$ cat src/rtl/reg_file_sb.sv
// Parametrised register file with per-register pending scoreboard and a sequential clear sweep.
// Optional same-cycle write-to-read bypass is enabled by defining REGFILE_BYPASS_EN.
module reg_file_sb #(
  parameter int DATA_W = 16,
  parameter int ADDR_W = 3
) (
  input  logic              clk,
  input  logic              rst,
  input  logic              wr_en,
  input  logic [ADDR_W-1:0] wr_addr,
  input  logic [DATA_W-1:0] wr_data,
  input  logic              mark_en,
  input  logic [ADDR_W-1:0] mark_addr,
  input  logic [ADDR_W-1:0] rd_addr_a,
  output logic [DATA_W-1:0] rd_data_a,
  output logic              rd_pend_a,
  input  logic [ADDR_W-1:0] rd_addr_b,
  output logic [DATA_W-1:0] rd_data_b,
  output logic              rd_pend_b,
  input  logic              clr_req,
  output logic              clr_busy,
  output logic              wr_drop
);

  localparam int DEPTH = 1 << ADDR_W;
  localparam logic [ADDR_W-1:0] LAST = '1;

  typedef enum logic {IDLE, SWEEP} state_t;

  state_t            state_q, state_d;
  logic [ADDR_W-1:0] cnt_q, cnt_d;
  logic [DATA_W-1:0] mem_q [DEPTH];
  logic [DATA_W-1:0] mem_d [DEPTH];
  logic [DEPTH-1:0]  pend_q, pend_d;
  logic              clr_busy_q, clr_busy_d;
  logic              wr_drop_q, wr_drop_d;
  logic              wr_ok, mark_ok;

  always_comb begin
    wr_ok   = wr_en   && !clr_busy_q && (wr_addr   != '0);
    mark_ok = mark_en && !clr_busy_q && (mark_addr != '0);
  end

  // Counter starts at 1 because register 0 is never written and needs no clearing.
  always_comb begin
    state_d = state_q;
    cnt_d   = cnt_q;
    unique case (state_q)
      IDLE: begin
        if (clr_req) begin
          state_d = SWEEP;
          cnt_d   = ADDR_W'(1);
        end
      end
      SWEEP: begin
        if (cnt_q == LAST) begin
          state_d = IDLE;
          cnt_d   = '0;
        end else begin
          cnt_d = cnt_q + ADDR_W'(1);
        end
      end
      default: begin
        state_d = IDLE;
        cnt_d   = '0;
      end
    endcase
    clr_busy_d = (state_d == SWEEP);
    wr_drop_d  = clr_busy_q && ((wr_en && (wr_addr != '0)) || (mark_en && (mark_addr != '0)));
  end

  // Mark is applied after the write so a same-address mark leaves the register pending.
  always_comb begin
    mem_d  = mem_q;
    pend_d = pend_q;
    if (wr_ok) begin
      mem_d[wr_addr]  = wr_data;
      pend_d[wr_addr] = 1'b0;
    end
    if (mark_ok) begin
      pend_d[mark_addr] = 1'b1;
    end
    if (state_q == SWEEP) begin
      mem_d[cnt_q]  = '0;
      pend_d[cnt_q] = 1'b0;
    end
  end

  always_ff @(posedge clk or posedge rst) begin
    if (rst) begin
      state_q    <= IDLE;
      cnt_q      <= '0;
      pend_q     <= '0;
      clr_busy_q <= 1'b0;
      wr_drop_q  <= 1'b0;
      for (int i = 0; i < DEPTH; i++) begin
        mem_q[i] <= '0;
      end
    end else begin
      state_q    <= state_d;
      cnt_q      <= cnt_d;
      pend_q     <= pend_d;
      clr_busy_q <= clr_busy_d;
      wr_drop_q  <= wr_drop_d;
      for (int i = 0; i < DEPTH; i++) begin
        mem_q[i] <= mem_d[i];
      end
    end
  end

  logic [DATA_W-1:0] stored_a, stored_b;
  logic              spend_a, spend_b;

  always_comb begin
    stored_a = (rd_addr_a == '0) ? '0 : mem_q[rd_addr_a];
    stored_b = (rd_addr_b == '0) ? '0 : mem_q[rd_addr_b];
    spend_a  = (rd_addr_a != '0) && pend_q[rd_addr_a];
    spend_b  = (rd_addr_b != '0) && pend_q[rd_addr_b];
  end

`ifdef REGFILE_BYPASS_EN
  logic byp_a, byp_b;

  always_comb begin
    byp_a     = wr_ok && (wr_addr == rd_addr_a);
    byp_b     = wr_ok && (wr_addr == rd_addr_b);
    rd_data_a = byp_a ? wr_data : stored_a;
    rd_data_b = byp_b ? wr_data : stored_b;
    rd_pend_a = byp_a ? (mark_ok && (mark_addr == rd_addr_a)) : spend_a;
    rd_pend_b = byp_b ? (mark_ok && (mark_addr == rd_addr_b)) : spend_b;
  end
`else
  always_comb begin
    rd_data_a = stored_a;
    rd_data_b = stored_b;
    rd_pend_a = spend_a;
    rd_pend_b = spend_b;
  end
`endif

  assign clr_busy = clr_busy_q;
  assign wr_drop  = wr_drop_q;

endmodule

$ cat config.mk
export PLATFORM = sky130hd
export DESIGN_NAME = reg_file_sb
export DESIGN_NICKNAME = d
export VERILOG_FILES = /design/src/rtl/reg_file_sb.sv
export SDC_FILE = /design/constraint.sdc
export NUM_CORES = 1
export LEC_CHECK = 0
export BUFFER_PORTS_ARGS = -buffer_cell sky130_fd_sc_hd__buf_2
export CORE_UTILIZATION = 30
export CTS_CLUSTER_DIAMETER = 80
export DETAILED_ROUTE_END_ITERATION = 16
export PLACE_DENSITY = 0.5
export SYNTH_ARGS = -nofsm -noshare
export SYNTH_HDL_FRONTEND = slang
export SYNTH_SLANG_ARGS = --single-unit
$ cat constraint.sdc
create_clock -name clk -period 4.5 [get_ports clk]
set_clock_uncertainty 0.15 [all_clocks]
set_input_delay 0 -clock clk [delete_from_list [all_inputs] [get_ports clk]]
set_output_delay 0 -clock clk [all_outputs]
set_load 0.005 [all_outputs]
==> flow_metrics.py <==
metrics = {
    "routing": {
        "wl_per_cell_um": 22.9,
        "dr.pass1.iters": 9,
        "dr.first_iter.drc_count": 655,
        "drc": 0,
        "wirelength_mm": 26.7,
        "drtAntennaViolNets": 0,
        "viasPerCell": 5.61,
        "vias": 6527,
    },
    "final_layout": {
        "synthToLayoutAreaGrowth_pct": 17.6,
        "layout_common_cells": "dfrtp_1 (124), nand2_1 (123), nand3_1 (109), mux2i_1 (70), buf_2 (68)",
        "nets": 862,
        "drive_gt1_share_pct": 21.4,
        "final_common_cell": "dfrtp_1",
        "diodes": 0,
    },
    "logic_synthesis": {
        "synth-seq-cells": 124,
        "async_flop_share_pct": 100,
        "muxShareOfSynthArea_pct": 14.5,
        "syn-num-nets": 816,
        "synth_simple_gate_area_share_pct": 17.2,
        "synth_compound_area_share_pct": 18.3,
        "syn_area_per_cell_um2": 9.48,
        "synthFlopType": "dfrtp_1",
        "yosys.area_share.adder_pct": 0.338,
        "syn_area_mm2": 0.00740,
        "synth_edf_count": 0,
        "yosys_warnings": 0,
        "yosys.area_share.xor_xnor_pct": 0,
        "synthCells": 781,
        "synth_top_family_by_area": "compound AO/OA/AOI/OAI gates",
        "synth_cell_types": 37,
        "synth-seq-area-share_pct": 41.9,
    },
    "clocking": {
        "numCtsBuffers": 17,
        "cts_root_buf": "clkbuf_16",
        "h-tree-depth": 4,
        "clock_path_buffers": 2,
        "cts.sinks": 124,
        "cts_tree": "yes",
        "cts.clk_slew.worst_paths_ns": 0.06,
        "insertion_delay_ns": 0.42,
    },
    "die": {
        "die_x_um": 159,
        "ioPinCount": 69,
        "fp.coreArea_mm2": 0.0242,
        "initial_core_util_pct": 30.5,
        "dieArea_mm2": 0.0253,
        "fp.dieH_um": 159,
        "core.rowCount": 57,
    },
    "global_routing": {
        "grt_antenna_before_repair": 2,
        "grt_pass1_vias": 6515,
        "grt_pass1_wl_mm": 41.0,
        "globalRouteOverflowTotal": 0,
        "grt_usage_pct": 21.2,
        "grt_max_degree": 62,
    },
    "timing": {
        "final_max_slew_viol_count": 0,
        "fmax_ghz": 0.323,
        "worst_pin_slew_ns": 1.20,
        "max-slew-margin-rel_pct": 19.9,
        "min_period_over_period_pct": 68.7,
        "rsz0062_at_grt": "false",
        "period_minus_slack_ns": 3.09,
        "worst_hold_slack_ns": 0.0324,
        "setup_viol_count_final": 0,
        "hold_violations": 0,
        "tns_ns": 0,
    },
    "worst_hold_path": {
        "min_from": "wr_addr[1]",
        "holdPathStages": 5,
        "min_path_type": "in2reg",
        "hold_end": "mem_q[48]",
    },
    "critical_path": {
        "ff2ff_setup_slack_ns": 1.41,
        "arrival_ns": 3.24,
        "crit_slowest_cell": "and2_1",
        "critPathRequiredTime_ns": 4.65,
        "critPathKind": "reg2reg",
        "cp_max_fo": 19,
        "startpoint_type": "register",
        "worst-r2r-cell-count": 4,
        "worstReg2RegEnd": "pend_q[1]",
        "worst-path-stages": 4,
        "slowest_delay_ns": 0.74,
        "critPathTopFamily": "simple AND/OR/NAND/NOR gates",
        "critPathBufInv": 1,
        "rr_startpoint": "clr_busy",
        "crit_path_cell_trace": "nor3b_4 > and2_1 > o32ai_1 > dlygate4sd3_1",
        "end_kind": "register",
    },
    "outcome": {
        "outcome": "completed",
    },
    "job": {
        "drv_cap": 0,
    },
    "power_and_ir_drop": {
        "power.leakage_nw": 3.75,
        "ir_drop_uv": 280,
        "cellPowerDensity_mw_per_mm2": 572,
    },
    "place": {
        "place.gp.congestion": 0.832,
        "dpl.hpwl_mm": 16.4,
        "portBuffers": 68,
    },
}
-- cell families after synthesis --
kind of cell,count (synthesis)
multiplexers,103
AO/OA/AOI/OAI,196
flip-flops,124
buffers and inverters,88
adder cells (fa/ha/maj),2
AND/OR/NAND/NOR,268
-- registers in the layout, indices dropped and copies added (netlist names) --
name and flops:
wr_drop 1, clr_busy 1, cnt_q 3, mem_q 112
pend_q 7
-- where the power goes --
part	internal (mW)	switching (mW)	leakage [nW]
registers	1.53	0.379	1.69
clock network	1.12	0.532	0.336
logic	0.579	0.831	1.72
-- worst register-to-register path: stages, from the launching register on --
cell and delay, ns:
dfrtp_1 0.61, nor3b_4 0.65, and2_1 0.75, o32ai_1 0.21, dlygate4sd3_1 0.61
-- through the flow --
| stage | util (%) | power [mW] | std cells | setup WS, ns | instance area (um2) |
|---|---|---|---|---|---|
| after floorplan | - | 2.83 | 781 | 1.05 | 7400 |
| after global placement | 31.8 | 3.26 | 1102 | 1.76 | 7700 |
| after detailed placement | 31.8 | 3.28 | 1102 | 1.75 | 7700 |
| after CTS | 35.9 | 4.97 | 1164 | 1.46 | 8700 |
| after global routing | 35.9 | 5.23 | 1164 | 1.31 | 8700 |
| final | 35.9 | 4.98 | 1164 | 1.41 | 8700 |
-- layer usage --
metal / up-vias / global-route usage, % / part of all wire (%)
li1: 2960 / - / -
met1: 3277 / 28.8 / 45
met2: 251 / 33.2 / 46
met3: 37 / 4.51 / 7.0
met4: 2 / 7.74 / 2.0
met5: - / 0 / 0.049
-- Yosys cell counts, types with 16 or more instances --
cell,count,area [um2]
dfrtp_1,124,3100
nand2_1,123,462
nand3_1,109,546
mux2i_1,70,701
a221oi_1,66,578
o21ai_0,52,260
o21ai_1,36,180
buf_2,33,165
mux2_2,33,372
o21ai_2,27,236
buf_4,19,143
clkbuf_1,16,60.1
-- cell type report --
cell class,count,area (um2)
sequential,124,3100
inverter,2,10.0
clock buffer,20,457
multi-input combinational,569,3730
timing repair buffer,113,753
tap,324,405
fill,2472,15500
clock inverter,12,240
-- worst max path at each step --
stage	slack, ns	startpoint	end
3_5_place_dp	1.75	clr_busy	mem_q[45]
4_1_cts	1.46	clr_busy	pend_q[1]
6_report	1.41	clr_busy	pend_q[1]
2_1_floorplan	1.05	rst	clr_busy
5_1_grt	1.31	clr_busy	pend_q[1]
3_3_place_gp	1.76	clr_busy	mem_q[32]
-- timing repair --
action	in CTS	in global routing
endpoints found under the hold margin	183	0
hold buffers	30	0
resized for setup	0	0
buffers inserted	0	0
(Power assumes the default switching activity.)
